### src/rtl/ddr2_cmd_sequencer.sv
// ddr2_cmd_sequencer: closed-page DDR2 ACT/RD|WR-autoprecharge sequencer with periodic auto-refresh
module ddr2_cmd_sequencer #(
  parameter int AL     = 3,
  parameter int CL     = 4,
  parameter int BL     = 8,
  parameter int T_RCDP = 1,
  parameter int T_WR   = 4,
  parameter int T_RP   = 4,
  parameter int T_RFC  = 51,
  parameter int T_REFI = 1950
) (
  input  logic        clk,
  input  logic        reset,
  input  logic        ck_slot,
  input  logic        ready,
  input  logic        cmd_notempty,
  input  logic [27:0] cmd_data,
  output logic        cmd_get,
  output logic        csbar,
  output logic        rasbar,
  output logic        casbar,
  output logic        webar,
  output logic [1:0]  ba,
  output logic [12:0] a,
  output logic        wr_launch,
  output logic        rd_launch,
  output logic [24:0] rd_addr,
  output logic        busy,
  output logic        ref_overrun
);
  localparam int RD_DONE = AL + CL + BL / 2 + T_RP - 1;
  localparam int WR_DONE = AL + CL - 1 + BL / 2 + T_WR + T_RP - 1;
  localparam int WL = AL + CL - 1;
  localparam int RL = AL + CL;
  typedef enum logic [1:0] {IDLE, ACT_WAIT, DONE_WAIT, REF_WAIT} state_t;
  state_t state, state_n;
  logic [15:0] cnt, cnt_n, ref_tmr;
  logic [7:0] wl_cnt, rl_cnt;
  logic [2:0] op_q;
  logic [24:0] addr_q;
  logic [3:0] cmd_n;
  logic [1:0] ba_n;
  logic [12:0] a_n;
  logic ref_pending, idle_eff, issue_ref, issue_cas, wrap, cmd_ok;
  // a wait state whose count has expired behaves as IDLE in that same slot
  assign idle_eff = state == IDLE || (state inside {DONE_WAIT, REF_WAIT} && cnt == '0);
  assign cmd_get = ready && ck_slot && cmd_notempty && !ref_pending && idle_eff;
  assign cmd_ok = cmd_data[27:25] == 3'b001 || cmd_data[27:25] == 3'b010;
  assign wrap = ck_slot && ref_tmr == 16'(T_REFI - 1);
  assign busy = state != IDLE;
  always_comb begin
    state_n = state;
    cnt_n = cnt;
    cmd_n = 4'b0111;
    ba_n = ba;
    a_n = a;
    issue_ref = 1'b0;
    issue_cas = 1'b0;
    if (ck_slot) begin
      if (idle_eff) begin
        state_n = IDLE;
        if (ref_pending) begin
          state_n = REF_WAIT;
          cnt_n = 16'(T_RFC - 1);
          cmd_n = 4'b0001;
          issue_ref = 1'b1;
        end else if (cmd_get && cmd_ok) begin
          state_n = ACT_WAIT;
          cnt_n = 16'(T_RCDP - 1);
          cmd_n = 4'b0011;
          ba_n = cmd_data[11:10];
          a_n = cmd_data[24:12];
        end
      end else if (cnt != '0) cnt_n = cnt - 16'd1;
      else begin
        state_n = DONE_WAIT;
        cnt_n = op_q[0] ? 16'(RD_DONE) : 16'(WR_DONE);
        cmd_n = {3'b010, op_q[0]};
        ba_n = addr_q[11:10];
        a_n = {3'b001, addr_q[9:3], 3'b000};
        issue_cas = 1'b1;
      end
    end
  end
  always_ff @(posedge clk or posedge reset) begin
    if (reset) begin
      state <= IDLE;
      cnt <= '0;
      {csbar, rasbar, casbar, webar} <= 4'hf;
      ba <= '0;
      a <= '0;
      wr_launch <= 1'b0;
      rd_launch <= 1'b0;
      rd_addr <= '0;
      ref_overrun <= 1'b0;
      ref_pending <= 1'b0;
      ref_tmr <= '0;
      wl_cnt <= '0;
      rl_cnt <= '0;
      op_q <= '0;
      addr_q <= '0;
    end else if (!ready) begin
      state <= IDLE;
      cnt <= '0;
      {csbar, rasbar, casbar, webar} <= 4'hf;
      wr_launch <= 1'b0;
      rd_launch <= 1'b0;
      ref_pending <= 1'b0;
      ref_tmr <= '0;
      wl_cnt <= '0;
      rl_cnt <= '0;
    end else begin
      state <= state_n;
      cnt <= cnt_n;
      wr_launch <= ck_slot && wl_cnt == 8'd1;
      rd_launch <= ck_slot && rl_cnt == 8'd1;
      if (cmd_get) begin
        op_q <= cmd_data[27:25];
        addr_q <= cmd_data[24:0];
      end
      if (ck_slot) begin
        {csbar, rasbar, casbar, webar} <= cmd_n;
        ba <= ba_n;
        a <= a_n;
        ref_tmr <= wrap ? '0 : ref_tmr + 16'd1;
        ref_pending <= wrap || (ref_pending && !issue_ref);
        ref_overrun <= ref_overrun || (wrap && ref_pending);
        wl_cnt <= issue_cas && !op_q[0] ? 8'(WL) : (wl_cnt != '0 ? wl_cnt - 8'd1 : '0);
        rl_cnt <= issue_cas && op_q[0] ? 8'(RL) : (rl_cnt != '0 ? rl_cnt - 8'd1 : '0);
        if (rl_cnt == 8'd1) rd_addr <= addr_q;
      end
    end
  end
endmodule
### config.mk
export PLATFORM = sky130hd
export DESIGN_NAME = ddr2_cmd_sequencer
export DESIGN_NICKNAME = d
export VERILOG_FILES = /design/src/rtl/ddr2_cmd_sequencer.sv
export SDC_FILE = /design/constraint.sdc
export NUM_CORES = 1
export LEC_CHECK = 0
export CORE_ASPECT_RATIO = 0.8
export CORE_MARGIN = 5
export CORE_UTILIZATION = 59
export CTS_CLUSTER_SIZE = 24
export DETAILED_ROUTE_END_ITERATION = 10
export GPL_ROUTABILITY_DRIVEN = 0
export PLACE_DENSITY = 0.85
export SYNTH_ARGS = -nofsm -noshare
export SYNTH_HDL_FRONTEND = slang
export SYNTH_SLANG_ARGS = --single-unit
### constraint.sdc
create_clock -name clk -period 9.35 [get_ports clk]
set_input_delay 1.87 -clock clk [delete_from_list [all_inputs] [get_ports clk]]
set_output_delay 1.87 -clock clk [all_outputs]
set_load 0.01 [all_outputs]
# After elaboration in Yosys (flattened, before gate mapping)
# Cells that the tools add are included.
# totals
out_inout_bits	49
register_bits	124
word_cells	122
in_bits	33
# op_classes
n_mux	54
n_eq_ne	13
reduce_logical	33
add_sub_neg	4
# ops
cell	count
16-bit 2-to-1 mux	9
8-bit 2-to-1 mux	8
13-bit 2-to-1 mux	4
2-bit 2-to-1 mux	10
1-bit 2-to-1 mux	19
16-bit by 1-bit adder with 16-bit output, second input constant	1
16-bit by 11-bit equality test with 1-bit output, second input constant	1
8-bit by 1-bit equality test with 1-bit output, second input constant	2
16-bit logical NOT	1
16-bit nonzero test	1
8-bit nonzero test	2
16-bit by 1-bit subtractor with 16-bit output, second input constant	1
8-bit by 1-bit subtractor with 8-bit output, second input constant	2
1-bit logical AND	13
2-bit AND reduction	4
3-bit 2-to-1 mux	2
2-bit != test, second input constant	3
5-bit 2-to-1 mux	1
5-bit AND reduction	1
2-bit equality test, second input constant	2
1-bit logical OR	4
4-bit 2-to-1 mux	1
4-bit by 3-bit != test with 1-bit output, second input constant	1
2-bit nonzero test	2
7 further kinds	9

# Depth between registers and ports, before layout
# Gate-level depths: netlist (run 1).
# depth
depth_word	11
depth_mapped	10
ltp_nobuf	7

# Worst setup path before layout (run 1)
# No wires, ideal clock.
# synth_timing
kind	in2out
startpoint	input ck_slot
endpoint	output cmd_get
cell_stages	4
path_slack_ps	4812
t_required_ps	7480
t_arrival_ps	2668
n_path_buf	2
cell_sequence	buf_2 -> nand3_1 -> nor3_4 -> buf_6
# synth_via
elab_chain_len	4
# synth_lines
element	line	text
start: declaration	14	input logic ck_slot,
1-bit logical AND (4 in series)	47	assign cmd_get = ready && ck_slot && cmd_notempty && !ref_pending && idle_eff;
end: declaration	18	output logic cmd_get,
# No other way between the ends.

# Worst setup path in the final report (run 1)
# Ends and elaborated chain as after synthesis.

==> results by group, run 1 <==
Routing
  • Drt total wl: 15690 µm
  • ANT nets after route: 0
  • Drt first pass iters: 6
  • Via density per instance: ~6.2
  • Drt first-iter violations: approximately 640
  • WL/cell: 18.93 µm
  • Residual DRC count: 0
  • DR vias: 5140

Critical path
  • R2R Path End: a[4]$_DFFE_PP0P_
  • Reg2reg path depth: 7
  • Setup crit end: cmd_get
  • Critical Path Sink Type: output port
  • CP startpoint kind: input pin
  • Worst-path maximum fanout: 27
  • WS Path Type: in -> out
  • CP required: around 7.5 ns
  • Critical Path, Cell by Cell: clkdlybuf4s50_1 > nand3_1 > nor3_4 > buf_4 > clkdlybuf4s50_1
  • Top cell by count, worst path: clkdlybuf4s50_1
  • CP peak stage delay: 0.88 ns
  • Critical Path AT: 4.24 ns
  • Flop-to-flop setup slack: 6.00 ns
  • Slowest-stage cell, CP: clkdlybuf4s50_1
  • CP Launch Point: ck_slot
  • R2R Path Start: cnt[0]$_DFFE_PP0P_

Timing
  • Fin. Hold Viols: 0
  • Setup repair after global routing missed its margin: false
  • Setup slack after layout: approximately 3.2 ns
  • Fmax: 0.1638 GHz
  • Final setup viols: 0
  • Fin crit period: 6.106 ns
  • Max-slew violations: 0
  • Final Cycle Share: between 60% and 70%
  • Setup TNS: 0 ns
  • Fin Clk Skew: ~0.010 ns
  • Rel. slew slack: 28.07%
  • Worst-Margin Slew: 1.079 ns

Global route
  • Remaining Overflow, GRT: 0
  • Total track usage: 26.79%
  • Initial antenna violation count: 0
  • Largest net degree at the start of global routing: 65
  • First-pass GRT wire length: 25990 µm
  • Vias in the first global route: around 5200

Placement
  • DPL Wire Length: between 10000 and 15000 µm
  • Buffers on Ports: 81
  • Placed cell count: roughly 800
  • Pre-CTS setup slack: 3.299 ns

Floorplanning
  • Die Wd: 123.1 µm
  • # rows: 33
  • Initial Utilization: between 50 and 60%
  • IO Count: 82
  • Die H: a little over 100 µm
  • Core Area: a little over 10000 µm²
  • Die area: 12380 µm²

Yosys
  • Number of synthesized flops with an enable pin: 0
  • Synth Area in XOR/XNOR: 0.7248%
  • Avg Cell Area, Syn: 10.12 µm²
  • Ys Warns: 0
  • Synth Area in Simple Gates: between 10% and 20%
  • Post-Syn Area: between 6000 and 7000 µm²
  • Post-synthesis sequential area ratio: 51.44%
  • Mux share of post-synthesis cell area: 9.878%
  • Synth Net Count: 640
  • Post-Synthesis Cells: 597
  • Synth cell types: 65
  • Synthesized flop and latch total: 124
  • Post-synthesis adder-cell area fraction: 2.071%
  • Synth top area share: 49.70%
  • Largest family of logic cells by synthesized area: simple AND/OR/NAND/NOR gates
  • Compound-Gate Fraction of Synth Area: roughly 14%
  • Synth area leaders: dfrtp_1 50%, nand2_1 7.1%, mux2_2 4.8%, mux2_1 3.5%, ha_1 2.1%
  • Post-synthesis async set-or-reset flop share: 100.0%
  • Dominant synthesized flop cell: dfrtp_1
  • Yosys top cell by area: dfrtp_1

Clock network
  • Clock Sinks: 124
  • CTS buffer count: 17
  • # hold bufs at CTS: 0
  • Worst-path clk slew: 0.06 ns
  • Resize count post-CTS: 0
  • Root Buffer: clkbuf_16
  • Post-CTS setup buffers: 0
  • H-tree depth: 4
  • Maximum clock path buffer count: 2
  • Worst-Skew Late Latency: 0.41 ns
  • CTS tree: yes

Final layout
  • Commonest non-fill, non-tap cells in the layout: 120 x dfrtp_1, 114 x nand2_1, 81 x clkdlybuf4s50_1, 26 x mux2_2
  • Post-route insts no fill: 829
  • Commonest non-fill, non-tap cell in the layout: dfrtp_1
  • Nets@finish: around 720
  • Layout area overhead: 25.04%
  • Share of cells above drive strength 1: 11.47%
  • N_diodes: 0

Power and ir drop
  • P_leak: approximately 0.0034 µW
  • VDD IR max: ~190 µV
  • Power Density: 260.7 nW/µm²
  • Pwr Total: 1970 µW

Status
  • Status: complete, no violations

Job
  • Max-Cap Viols: 0

Hold path
  • Hold Path Class: reg -> reg
## area by class of cell
| type | instances | area [µm²] |
|---|---|---|
| fillers | 633 | 2561 |
| repair buffers | 88 | 863.3 |
| multi-input cells | 419 | 2700 |
| flip-flops and latches | 124 | 3108 |
| clock buffers | 20 | 446.7 |
| clock inverters | 12 | 161.4 |
| inverters | 26 | 100.1 |
| well taps | 140 | 175.2 |
## worst min path at each step
stage / start / to / slack [ns] / cells after the start
CTS: addr_q[18]$_DFFE_PP0P_ / rd_addr[18]$_DFFE_PP0P_ / 0.46 / 2
floorplan: addr_q[0]$_DFFE_PP0P_ / rd_addr[0]$_DFFE_PP0P_ / 0.43 / 2
global placement: addr_q[15]$_DFFE_PP0P_ / rd_addr[15]$_DFFE_PP0P_ / 0.44 / 2
finish: addr_q[18]$_DFFE_PP0P_ / rd_addr[18]$_DFFE_PP0P_ / 0.46 / 2
detailed placement: addr_q[18]$_DFFE_PP0P_ / rd_addr[18]$_DFFE_PP0P_ / 0.45 / 2
global route: addr_q[15]$_DFFE_PP0P_ / rd_addr[15]$_DFFE_PP0P_ / 0.49 / 2
## power by group
| group | switching (µW) | internal (µW) |
|---|---|---|
| sequential | 101 | 661 |
| combinational | 267 | 264 |
| clock | 248 | 429 |
| total | 616 | 1350 |
## per-layer routing
metal	GRT usage [%]	share of wire, %	up-vias
met3	5.275	5.8	53
li1	-	-	2291
met1	33.77	40	2528
met4	12.17	3.3	0
met5	0	0	-
met2	44.86	51	268
## kinds of logic (layout without fill, tap and decap cells)
family,count (synthesis),count (layout)
AO/OA/AOI/OAI,122,122
XOR/XNOR,5,5
adder cells (fa/ha/maj),10,10
buffers and inverters,54,146
flip-flops,124,124
multiplexers,54,54
AND/OR/NAND/NOR,228,228
## synthesized netlist by cell type (8+ instances only)
cell type,number
a21o_1,8
a21oi_1,23
a31oi_1,19
clkbuf_1,17
dfrtp_1,120
ha_1,10
inv_1,24
mux2_1,19
mux2_2,26
mux2i_1,9
nand2_1,114
nand2b_1,8
nand3_1,17
nor2_1,22
nor3_1,20
o21ai_0,20
or3_1,8
## stage by stage
step	hold slack (ns)	cell area, µm²	utilization, %
6_report	0.4620	7555	74.68
5_1_grt	0.4884	7555	74.68
4_1_cts	0.4592	7555	74.68
3_5_place_dp	0.4476	6947	68.67
3_3_place_gp	0.4415	6947	68.67
2_1_floorplan	0.4315	6042	-
## flip-flops by register name, indices dropped and copies added, names as in the netlist, 2 cells and up
register	cells
a	13
addr_q	25
ba	2
cnt	16
rd_addr	25
ref_tmr	16
rl_cnt	8
state	2
wl_cnt	8
## worst max-delay path, delay by kind of cell
kind          cells  cell delay, ns
simple gates      2            0.47
buf+inv           3            1.87
(Power assumes the default switching activity.)
==> inputs of run 2 (changes only) <==
--- a/config.mk
+++ b/config.mk
@@ -7,11 +7,11 @@
 export LEC_CHECK = 0
 export CORE_ASPECT_RATIO = 0.8
 export CORE_MARGIN = 5
-export CORE_UTILIZATION = 59
+export CORE_UTILIZATION = 50
 export CTS_CLUSTER_SIZE = 24
 export DETAILED_ROUTE_END_ITERATION = 10
 export GPL_ROUTABILITY_DRIVEN = 0
-export PLACE_DENSITY = 0.85
+export PLACE_DENSITY = 0.77
 export SYNTH_ARGS = -nofsm -noshare
 export SYNTH_HDL_FRONTEND = slang
 export SYNTH_SLANG_ARGS = --single-unit
==> constraint.sdc (replaced) <==
create_clock -name clk -period 5.1 [get_ports clk]
set_input_delay 1.02 -clock clk [delete_from_list [all_inputs] [get_ports clk]]
set_output_delay 1.02 -clock clk [all_outputs]
set_load 0.01 [all_outputs]
==> run 2 against run 1 <==
Flip-flop and latch count stayed put. Worst hold slack better by 0.0012 ns. Clock-buffer cell count is 3 lower. Non-clock buffer count is 3 higher. Clock skew is 0.0012 ns higher. Sequential power is 82% higher. Cell count is 1.3% higher. Highest routed layer unchanged. Utilization is 10 points lower. Die area is 16% higher. Final area is 0.15% higher. Critical endpoint unchanged.
==> results by group, run 2 (same netlist as run 1, synthesis figures left out) <==
Status
  • Status: complete, no violations

Routing
  • WL/cell: 17.45 µm
  • Drt first pass iters: 5
  • Via density per instance: 5.813
  • Drt first-iter violations: 573
  • DR vias: between 4000 and 5000
  • Residual DRC count: 0
  • Drt total wl: 14660 µm
  • ANT nets after route: 0

Placement
  • Buffers on Ports: 81
  • Placed cell count: ~810
  • DPL Wire Length: between 10000 and 15000 µm
  • Post-DP Area: 6979 µm²

Final layout
  • N_diodes: 0
  • Post-route insts no fill: 840
  • Commonest non-fill, non-tap cell in the layout: dfrtp_1
  • Share of cells above drive strength 1: between 10% and 20%
  • Commonest non-fill, non-tap cells in the layout: 120 x dfrtp_1, 114 x nand2_1, 81 x clkdlybuf4s50_1, 26 x mux2_2
  • Layout area overhead: 25.22%
  • # fillers: 914
  • Biggest regs: addr_q x25, rd_addr x25
  • Final core utilization: 64.71%
  • Nets@finish: 722
  • Final instance area: 7566 µm²

Power and ir drop
  • Seq pwr share: 39.3%
  • Total net switching power: 1164 µW
  • Power share of the clock group: 33.5%
  • Gate power share: 27.1%
  • Power Density: 465.4 nW/µm²
  • Sw frac: 33.06%
  • VDD IR max: 387.3 µV
  • Internal power: 2357 µW
  • P_leak: 0.003395 µW

Critical path
  • Worst-path maximum fanout: 17
  • Critical Path Sink Type: output port
  • CP startpoint kind: register
  • WS Path Type: reg -> out
  • CP required: roughly 4.1 ns
  • Critical Path AT: 2.90 ns

Global route
  • First-pass GRT wire length: 24920 µm
  • Largest net degree at the start of global routing: 85
  • Total track usage: 21.50%
  • Remaining Overflow, GRT: 0
  • Vias in the first global route: 4948
  • Initial antenna violation count: 0

Timing
  • Final Cycle Share: 76.84%
  • Setup repair after global routing missed its margin: false
  • Fin Clk Skew: 0.01157 ns
  • Fmax: 0.2552 GHz
  • Max-slew violations: 0
  • Hold Slack: 0.4633 ns
  • Fin crit period: 3.919 ns
  • Final setup viols: 0
  • Fin. Hold Viols: 0
  • Setup TNS: 0 ns
  • Rel. slew slack: about a third
  • Worst-Margin Slew: between 1 and 1.5 ns

Job
  • Max-Cap Viols: 0

Floorplanning
  • Die area: 14400 µm²
  • Die H: 108.3 µm
  • Core Area: 11690 µm²
  • Die Wd: 132.9 µm
  • # rows: 35
  • Initial Utilization: between 50% and 60%
  • IO Count: around 80

Hold path
  • Hold Path Class: reg -> reg

Clock network
  • CTS tree: yes
  • Clock Sinks: 124
  • Maximum clock path buffer count: 2
  • Root Buffer: clkbuf_16
  • CTS buffer count: 17
  • Resize count post-CTS: 0
  • Worst-Skew Late Latency: 0.42 ns
  • H-tree depth: 4
  • Worst-path clk slew: roughly 0.060 ns
  • Post-CTS setup buffers: 0
  • # hold bufs at CTS: 0
-- run 2: cell types whose count changed in the layout (fill, tap and decap cells not counted) --
cell,delta
buf_4,+3
bufinv_16,-3
clkbuf_1,-2
clkbuf_8,-1
clkinv_2,-1
clkinv_4,-1
clkinv_8,+2
clkinvlp_4,-3
inv_6,+3
inv_8,+6
-- run 2: critical path, cell delays in order, from the launching register on --
cell	delay, ns
dfrtp_1	0.44
inv_1	0.11
ha_1	0.14
nor4b_1	0.30
and4_1	0.25
buf_4	0.23
a21oi_4	0.16
nor3_4	0.28
clkdlybuf4s50_1	0.58
-- run 2: per-stage QoR --
stage	total power [µW]	setup slack [ns]
5_1_grt	3726	0.9900
4_1_cts	3544	1.160
6_report	3521	1.181
3_5_place_dp	2354	1.303
2_1_floorplan	1898	0.7874
3_3_place_gp	2306	1.305
-- run 2: worst paths after layout --
check | slack, ns | cells past startpoint | from | endpoint
min | 0.46 | 2 | addr_q[23]$_DFFE_PP0P_ | rd_addr[23]$_DFFE_PP0P_
min in group asynchronous | 1.19 | 2 | reset | addr_q[0]$_DFFE_PP0P_
max | 1.18 | 8 | cnt[0]$_DFFE_PP0P_ | cmd_get
max in group asynchronous | 2.96 | 3 | reset | webar$_DFFE_PP1P_
max reg2reg | 2.09 | 8 | cnt[0]$_DFFE_PP0P_ | a[5]$_DFFE_PP0P_
min reg2reg | 0.46 | 2 | addr_q[23]$_DFFE_PP0P_ | rd_addr[23]$_DFFE_PP0P_
-- run 2: power by group through the flow --
stage | clock [µW] | sequential (µW) | combinational, µW
2_1_floorplan | 0 | 1420 | 476
3_3_place_gp | 0 | 1390 | 918
3_5_place_dp | 0 | 1400 | 957
4_1_cts | 1190 | 1390 | 964
5_1_grt | 1250 | 1420 | 1060
6_report | 1180 | 1390 | 955
-- run 2: final cells by class --
cell class	instances	area, µm²	area share, %
clock buffers	17	425.4	5.623
repair buffers	91	885.9	11.71
clock inverters	15	161.4	2.133
well taps	148	185.2	2.447
multi-input cells	419	2700	35.69
flip-flops and latches	124	3108	41.08
inverters	26	100.1	1.323
-- run 2: layer usage --
metal | part of all wire [%] | vias up | routed length [µm] | GRT usage (%)
met3 | 4.2 | 23 | 622 | 4.047
met1 | 44 | 2399 | 6448 | 27.73
met5 | 0 | - | 0 | 0
met4 | 1.6 | 0 | 230 | 7.344
met2 | 50 | 146 | 7356 | 36.78
li1 | - | 2315 | - | -
